### config.mk
export PLATFORM = sky130hd
export DESIGN_NAME = tlc1543_scan_sched
export DESIGN_NICKNAME = d
export VERILOG_FILES = /design/src/rtl/tlc1543_scan_sched.sv
export SDC_FILE = /design/constraint.sdc
export NUM_CORES = 1
export LEC_CHECK = 0
export BUFFER_PORTS_ARGS = -buffer_cell sky130_fd_sc_hd__buf_2
export CORE_MARGIN = 2
export CORE_UTILIZATION = 55
export CTS_CLUSTER_SIZE = 25
export DETAILED_ROUTE_END_ITERATION = 10
export GPL_ROUTABILITY_DRIVEN = 0
export HOLD_SLACK_MARGIN = 0.05
export PLACE_DENSITY = 0.76
export SLEW_MARGIN = 20
export SYNTH_ARGS = -nofsm -noshare
export SYNTH_HDL_FRONTEND = slang
export SYNTH_SLANG_ARGS = --single-unit
### constraint.sdc
create_clock -name clk_50m -period 7 [get_ports clk_50m]
set_input_delay 2.1 -clock clk_50m [delete_from_list [all_inputs] [get_ports clk_50m]]
set_output_delay 2.1 -clock clk_50m [all_outputs]
set_load 0.02 [all_outputs]
### src/rtl/tlc1543_scan_sched.sv
// Channel scan scheduler for the TLC1543 frame engine: walks an 11-bit channel
// mask, issues one frame per channel plus a flush frame, and realigns the one-frame result pipeline.
module tlc1543_scan_sched #(
    parameter int CONV_WAIT   = 1100,
    parameter int SCAN_GAP    = 50000,
    parameter int ACK_TIMEOUT = 4095
) (
    input  logic        clk_50m,
    input  logic        rst_n,
    input  logic        scan_en,
    input  logic [10:0] ch_mask,
    output logic        conv_req,
    output logic [3:0]  conv_addr,
    input  logic        conv_ack,
    input  logic [9:0]  conv_data,
    output logic        res_valid,
    output logic [3:0]  res_ch,
    output logic [9:0]  res_data,
    output logic        scan_done,
    output logic        timeout,
    output logic        busy
);

    localparam int WW = $clog2(CONV_WAIT + 1);
    localparam int GW = $clog2(SCAN_GAP + 1);
    localparam int TW = $clog2(ACK_TIMEOUT + 1);
    localparam logic [WW-1:0] WAIT_LAST = WW'(CONV_WAIT - 1);
    localparam logic [GW-1:0] GAP_LAST  = GW'(SCAN_GAP - 1);
    localparam logic [TW-1:0] TO_LAST   = TW'(ACK_TIMEOUT - 1);

    typedef enum logic [1:0] {IDLE, REQ, WAIT, GAP} state_t;

    state_t        state_q, state_d;
    logic [10:0]   shadow_q, shadow_d;
    logic [3:0]    ptr_q, ptr_d;
    logic          flush_q, flush_d;
    logic [3:0]    tag_q, tag_d;
    logic          tag_valid_q, tag_valid_d;
    logic [WW-1:0] wait_cnt_q, wait_cnt_d;
    logic [GW-1:0] gap_cnt_q, gap_cnt_d;
    logic [TW-1:0] to_cnt_q, to_cnt_d;
    logic          conv_req_q, conv_req_d;
    logic [3:0]    conv_addr_q, conv_addr_d;
    logic          res_valid_q, res_valid_d;
    logic [3:0]    res_ch_q, res_ch_d;
    logic [9:0]    res_data_q, res_data_d;
    logic          scan_done_q, scan_done_d;
    logic          timeout_q, timeout_d;
    logic          busy_q, busy_d;
    logic          start_s;
    logic [4:0]    next_s;

    function automatic logic [3:0] lowest_ch(input logic [10:0] m);
        logic [3:0] r;
        r = 4'd0;
        for (int i = 10; i >= 0; i--) begin
            if (m[i]) r = 4'(i);
        end
        return r;
    endfunction

    // {found, index} of the lowest set bit strictly above cur
    function automatic logic [4:0] next_ch(input logic [10:0] m, input logic [3:0] cur);
        logic [4:0] r;
        r = 5'd0;
        for (int i = 10; i >= 0; i--) begin
            if (m[i] && (4'(i) > cur)) r = {1'b1, 4'(i)};
        end
        return r;
    endfunction

    assign next_s = next_ch(shadow_q, ptr_q);

    // Next-state and registered-output logic
    always_comb begin
        state_d     = state_q;
        shadow_d    = shadow_q;
        ptr_d       = ptr_q;
        flush_d     = flush_q;
        tag_d       = tag_q;
        tag_valid_d = tag_valid_q;
        wait_cnt_d  = wait_cnt_q;
        gap_cnt_d   = gap_cnt_q;
        to_cnt_d    = to_cnt_q;
        conv_addr_d = conv_addr_q;
        res_valid_d = 1'b0;
        res_ch_d    = res_ch_q;
        res_data_d  = res_data_q;
        scan_done_d = 1'b0;
        timeout_d   = 1'b0;
        busy_d      = scan_done_q ? 1'b0 : busy_q;
        start_s     = 1'b0;

        case (state_q)
            IDLE: begin
                if (scan_en && (ch_mask != 11'd0)) begin
                    start_s = 1'b1;
                end else begin
                    state_d = IDLE;
                end
            end
            REQ: begin
                to_cnt_d = to_cnt_q + TW'(1);
                if (conv_ack) begin
                    if (tag_valid_q) begin
                        res_valid_d = 1'b1;
                        res_ch_d    = tag_q;
                        res_data_d  = conv_data;
                    end else begin
                        res_valid_d = 1'b0;
                    end
                    tag_d       = conv_addr_q;
                    tag_valid_d = ~flush_q;
                    if (flush_q) begin
                        scan_done_d = 1'b1;
                        gap_cnt_d   = {GW{1'b0}};
                        state_d     = GAP;
                    end else begin
                        wait_cnt_d = {WW{1'b0}};
                        state_d    = WAIT;
                    end
                end else if (to_cnt_q == TO_LAST) begin
                    timeout_d = 1'b1;
                    busy_d    = 1'b0;
                    state_d   = IDLE;
                end else begin
                    state_d = REQ;
                end
            end
            WAIT: begin
                wait_cnt_d = wait_cnt_q + WW'(1);
                if (wait_cnt_q == WAIT_LAST) begin
                    to_cnt_d = {TW{1'b0}};
                    state_d  = REQ;
                    if (next_s[4]) begin
                        ptr_d       = next_s[3:0];
                        conv_addr_d = next_s[3:0];
                    end else begin
                        // Flush frame re-addresses the first channel so the next priming read is sane
                        flush_d     = 1'b1;
                        conv_addr_d = lowest_ch(shadow_q);
                    end
                end else begin
                    state_d = WAIT;
                end
            end
            GAP: begin
                gap_cnt_d = gap_cnt_q + GW'(1);
                if (!scan_en) begin
                    state_d = IDLE;
                end else if (gap_cnt_q == GAP_LAST) begin
                    if (ch_mask != 11'd0) begin
                        start_s = 1'b1;
                    end else begin
                        state_d = IDLE;
                    end
                end else begin
                    state_d = GAP;
                end
            end
            default: begin
                state_d = IDLE;
            end
        endcase

        if (start_s) begin
            shadow_d    = ch_mask;
            ptr_d       = lowest_ch(ch_mask);
            conv_addr_d = lowest_ch(ch_mask);
            flush_d     = 1'b0;
            tag_valid_d = 1'b0;
            to_cnt_d    = {TW{1'b0}};
            busy_d      = 1'b1;
            state_d     = REQ;
        end else begin
            start_s = 1'b0;
        end

        conv_req_d = (state_d == REQ);
    end

    // State and output registers with synchronous active-low reset
    always_ff @(posedge clk_50m) begin
        if (!rst_n) begin
            state_q     <= IDLE;
            shadow_q    <= 11'd0;
            ptr_q       <= 4'd0;
            flush_q     <= 1'b0;
            tag_q       <= 4'd0;
            tag_valid_q <= 1'b0;
            wait_cnt_q  <= {WW{1'b0}};
            gap_cnt_q   <= {GW{1'b0}};
            to_cnt_q    <= {TW{1'b0}};
            conv_req_q  <= 1'b0;
            conv_addr_q <= 4'd0;
            res_valid_q <= 1'b0;
            res_ch_q    <= 4'd0;
            res_data_q  <= 10'd0;
            scan_done_q <= 1'b0;
            timeout_q   <= 1'b0;
            busy_q      <= 1'b0;
        end else begin
            state_q     <= state_d;
            shadow_q    <= shadow_d;
            ptr_q       <= ptr_d;
            flush_q     <= flush_d;
            tag_q       <= tag_d;
            tag_valid_q <= tag_valid_d;
            wait_cnt_q  <= wait_cnt_d;
            gap_cnt_q   <= gap_cnt_d;
            to_cnt_q    <= to_cnt_d;
            conv_req_q  <= conv_req_d;
            conv_addr_q <= conv_addr_d;
            res_valid_q <= res_valid_d;
            res_ch_q    <= res_ch_d;
            res_data_q  <= res_data_d;
            scan_done_q <= scan_done_d;
            timeout_q   <= timeout_d;
            busy_q      <= busy_d;
        end
    end

    assign conv_req  = conv_req_q;
    assign conv_addr = conv_addr_q;
    assign res_valid = res_valid_q;
    assign res_ch    = res_ch_q;
    assign res_data  = res_data_q;
    assign scan_done = scan_done_q;
    assign timeout   = timeout_q;
    assign busy      = busy_q;

endmodule

==> results.md <==
- Run status: complete, no violations
- Buffers on Ports: 47
- Data required time of the worst path: 7.28 ns
- CTS resizes: 0
- Worst-Margin Slew: 0.739 ns
- H-tree level count: 3
- Aggregate global-route resource usage: 24.2%
- Vias per cell: roughly 5.7
- Area of the core: 7610 µm²
- Final setup vio count: 0
- Synth cell types: 69
- Number of synthesized register bits: 85
- Count of yosys warnings during synthesis: 0
- Via count: 3803
- Post-synthesis instance total: 520
- Final Max Slew Viols: 0
- Post-route ant nets: 0
- Worst path max stage delay: 0.68 ns
- Die Y: 91.8 µm
- Remaining global-route overflow: 0
- Initial antenna violation count: 0
- TritonCTS clock tree: built
- Mapped Nets: 554
- Hold_buf cts: 0
- Routed len/inst: 14.6 µm
- Max-cap viol count: 0
- Io pins: 48
- Post-route setup TNS: 0 ns
- Layout Utilization: 62.3%
- Share of cells above drive strength 1: 16.3%
- Crit path kind: input port to register
- Hpwl dp: 6980 µm
- Finished layout cell area: 4740 µm²
- Critical Path Slowest Stage Cell: or4_1
- CTS root buffer: clkbuf_8
- Slew margin rel.: ~50%
- Asr flop ratio synth: 0%
- Antenna cells: 0
- Skew-Pair Late Insertion Delay: 0.36 ns
- Hold/Removal Path Class: register to register
- Vias in the first global route: 3603
- Final WS setup: 3.10 ns
- DIE WIDTH: 91.8 µm
- Die Area: 8430 µm²
- Area Growth Syn to Fin: 11.6%
- Placement-stage cell area: between 4000 and 5000 µm²
- Period minus WS final: 3.90 ns
- Inserted Clock Buffers: 9
- DR pass1 iterations: 4
- Nets: around 600
- Worst-case vdd ir drop: 0.000126 V
- CTS Buffer Depth: 2
- Achievable frequency: about 260 MHz
- Setup crit end kind: register
- Final WL: 9720 µm
- Main flop type after synthesis: dfxtp_1
- Hold WS: 0.456 ns
- Clk slew on worst S/H paths: 0.09 ns
- Seq/Total Area, Yosys: 40.1%
- Area share of the largest cell type after synthesis: between 40% and 50%
- Power Density: 268 nW/µm²
- Starting density of the core: 55.8%
- Ranking of synthesized cells by area: dfxtp_1 (40%), nand2_1 (8.1%), a21oi_1 (6.1%)
- First-pass GRT wire length: around 17000 µm
- DRC Markers: 0
- Clock Skew: 0.00908 ns
- Post-synth top area cell: dfxtp_1
- Critical path cell sequence: buf_2, or4_1, o31ai_2, or3_4, nand2_2, a311oi_1
- Row Count: 32
- Leakage Power: 1.76 nW
- Avg Inst Size Synth: 8.16 µm²
- Worst setup SP type: input port
- CP arrival: 4.17 ns
- Post-synth EDFFs: 0
- Dpl ws: 2.74 ns
- # clock sinks: 85
- CP max FO: 22
- Hold Vio Cnt, Final: 0
- DRT iter0 DRCs: 151
- Post-CTS Setup Bufs: 0
- Synthesized area: 4240 µm²
- Final Cycle Share: 55.7%
- Largest net degree at the start of global routing: between 40 and 50
- RSZ-0062 raised after global routing: no
cell usage after synthesis, drive strengths merged, types with 5 or more instances:
cell / instances
nand2: 92
dfxtp: 85
nor2: 55
a21oi: 53
xor2: 19
o21ai: 15
inv: 14
clkbuf: 12
nand4: 12
nand3: 11
and3: 10
a211oi: 9
buf: 9
ha: 9
nand2b: 8
nor3: 8
a311oi: 7
nor2b: 7
o31ai: 7
or3: 7
nor4: 6
o21a: 5
or4: 5
area by class of cell:
type,count,area [µm²]
flip-flops and latches,85,1700
clock buffers,10,128
multi-input cells,400,2390
inverters,14,52.6
fillers,701,2870
well taps,102,128
repair buffers,51,265
clock inverters,6,70.1
layout by cell type (no fill, tap or decap), drive strengths merged, types with 10 or more instances in the layout:
| master | n |
|---|---|
| nor2 | 55 |
| xor2 | 19 |
| buf | 51 |
| dfxtp | 85 |
| o21ai | 15 |
| nand3 | 11 |
| clkbuf | 10 |
| inv | 16 |
| and3 | 10 |
| nand4 | 12 |
| a21oi | 53 |
| nand2 | 92 |
cells by family after synthesis:
| logic type | synth area share [%] |
|---|---|
| AOI/OAI and AO/OA | 18.7 |
| adders and majority gates | 2.65 |
| buffers and inverters | 3.66 |
| DFF | 40.1 |
| muxes | 1.30 |
| xor gates and xnor gates | 4.54 |
| and+or+nand+nor | 29.1 |
routing by layer:
| metal | wire [µm] | GRT usage (%) |
|---|---|---|
| met1 | 4500 | 31.7 |
| met3 | 343 | 4.27 |
| met4 | 194 | 9.83 |
| met5 | 0 | 0 |
| met2 | 4680 | 39.6 |
where the power goes:
| group | total, mW | internal (mW) | leakage, nW | switching (mW) |
|---|---|---|---|---|
| registers | 0.564 | 0.517 | 0.688 | 0.0476 |
| logic | 0.348 | 0.132 | 0.984 | 0.216 |
| clock network | 0.355 | 0.167 | 0.0895 | 0.187 |
sequential cells by signal, summed over array words and instances (netlist names):
register	cells
gap_cnt_q	16
to_cnt_q	12
shadow_q	11
wait_cnt_q	11
res_data	10
conv_addr	4
ptr_q	4
res_ch	4
tag_q	4
state_q	2
busy	1
conv_req	1
flush_q	1
res_valid	1
scan_done	1
tag_valid_q	1
timeout	1
critical path: cells and delay by family:
kind	cells	cell delay (ns)
buffers and inverters	1	0.12
and+or+nand+nor	3	1.30
AOI/OAI and AO/OA	2	0.65
through the flow:
| stage | power, mW | instances |
|---|---|---|
| 3_5_place_dp | 0.917 | 652 |
| 3_3_place_gp | 0.911 | 652 |
| 4_1_cts | 1.27 | 668 |
| 2_1_floorplan | 0.843 | 520 |
| 5_1_grt | 1.34 | 668 |
| 6_report | 1.27 | 668 |
path summary, 6_finish.rpt:
| path | slack (ns) | endpoint | startpoint | cells past startpoint |
|---|---|---|---|---|
| hold / removal | 0.46 | res_data[7] | res_data[7] | 2 |
| hold reg to reg | 0.46 | res_data[7] | res_data[7] | 2 |
| setup reg to reg | 4.50 | wait_cnt_q[10] | state_q[0] | 8 |
| setup / recovery | 3.10 | to_cnt_q[10] | ch_mask[1] | 6 |
Note: power is estimated with default switching activity, not from simulation.
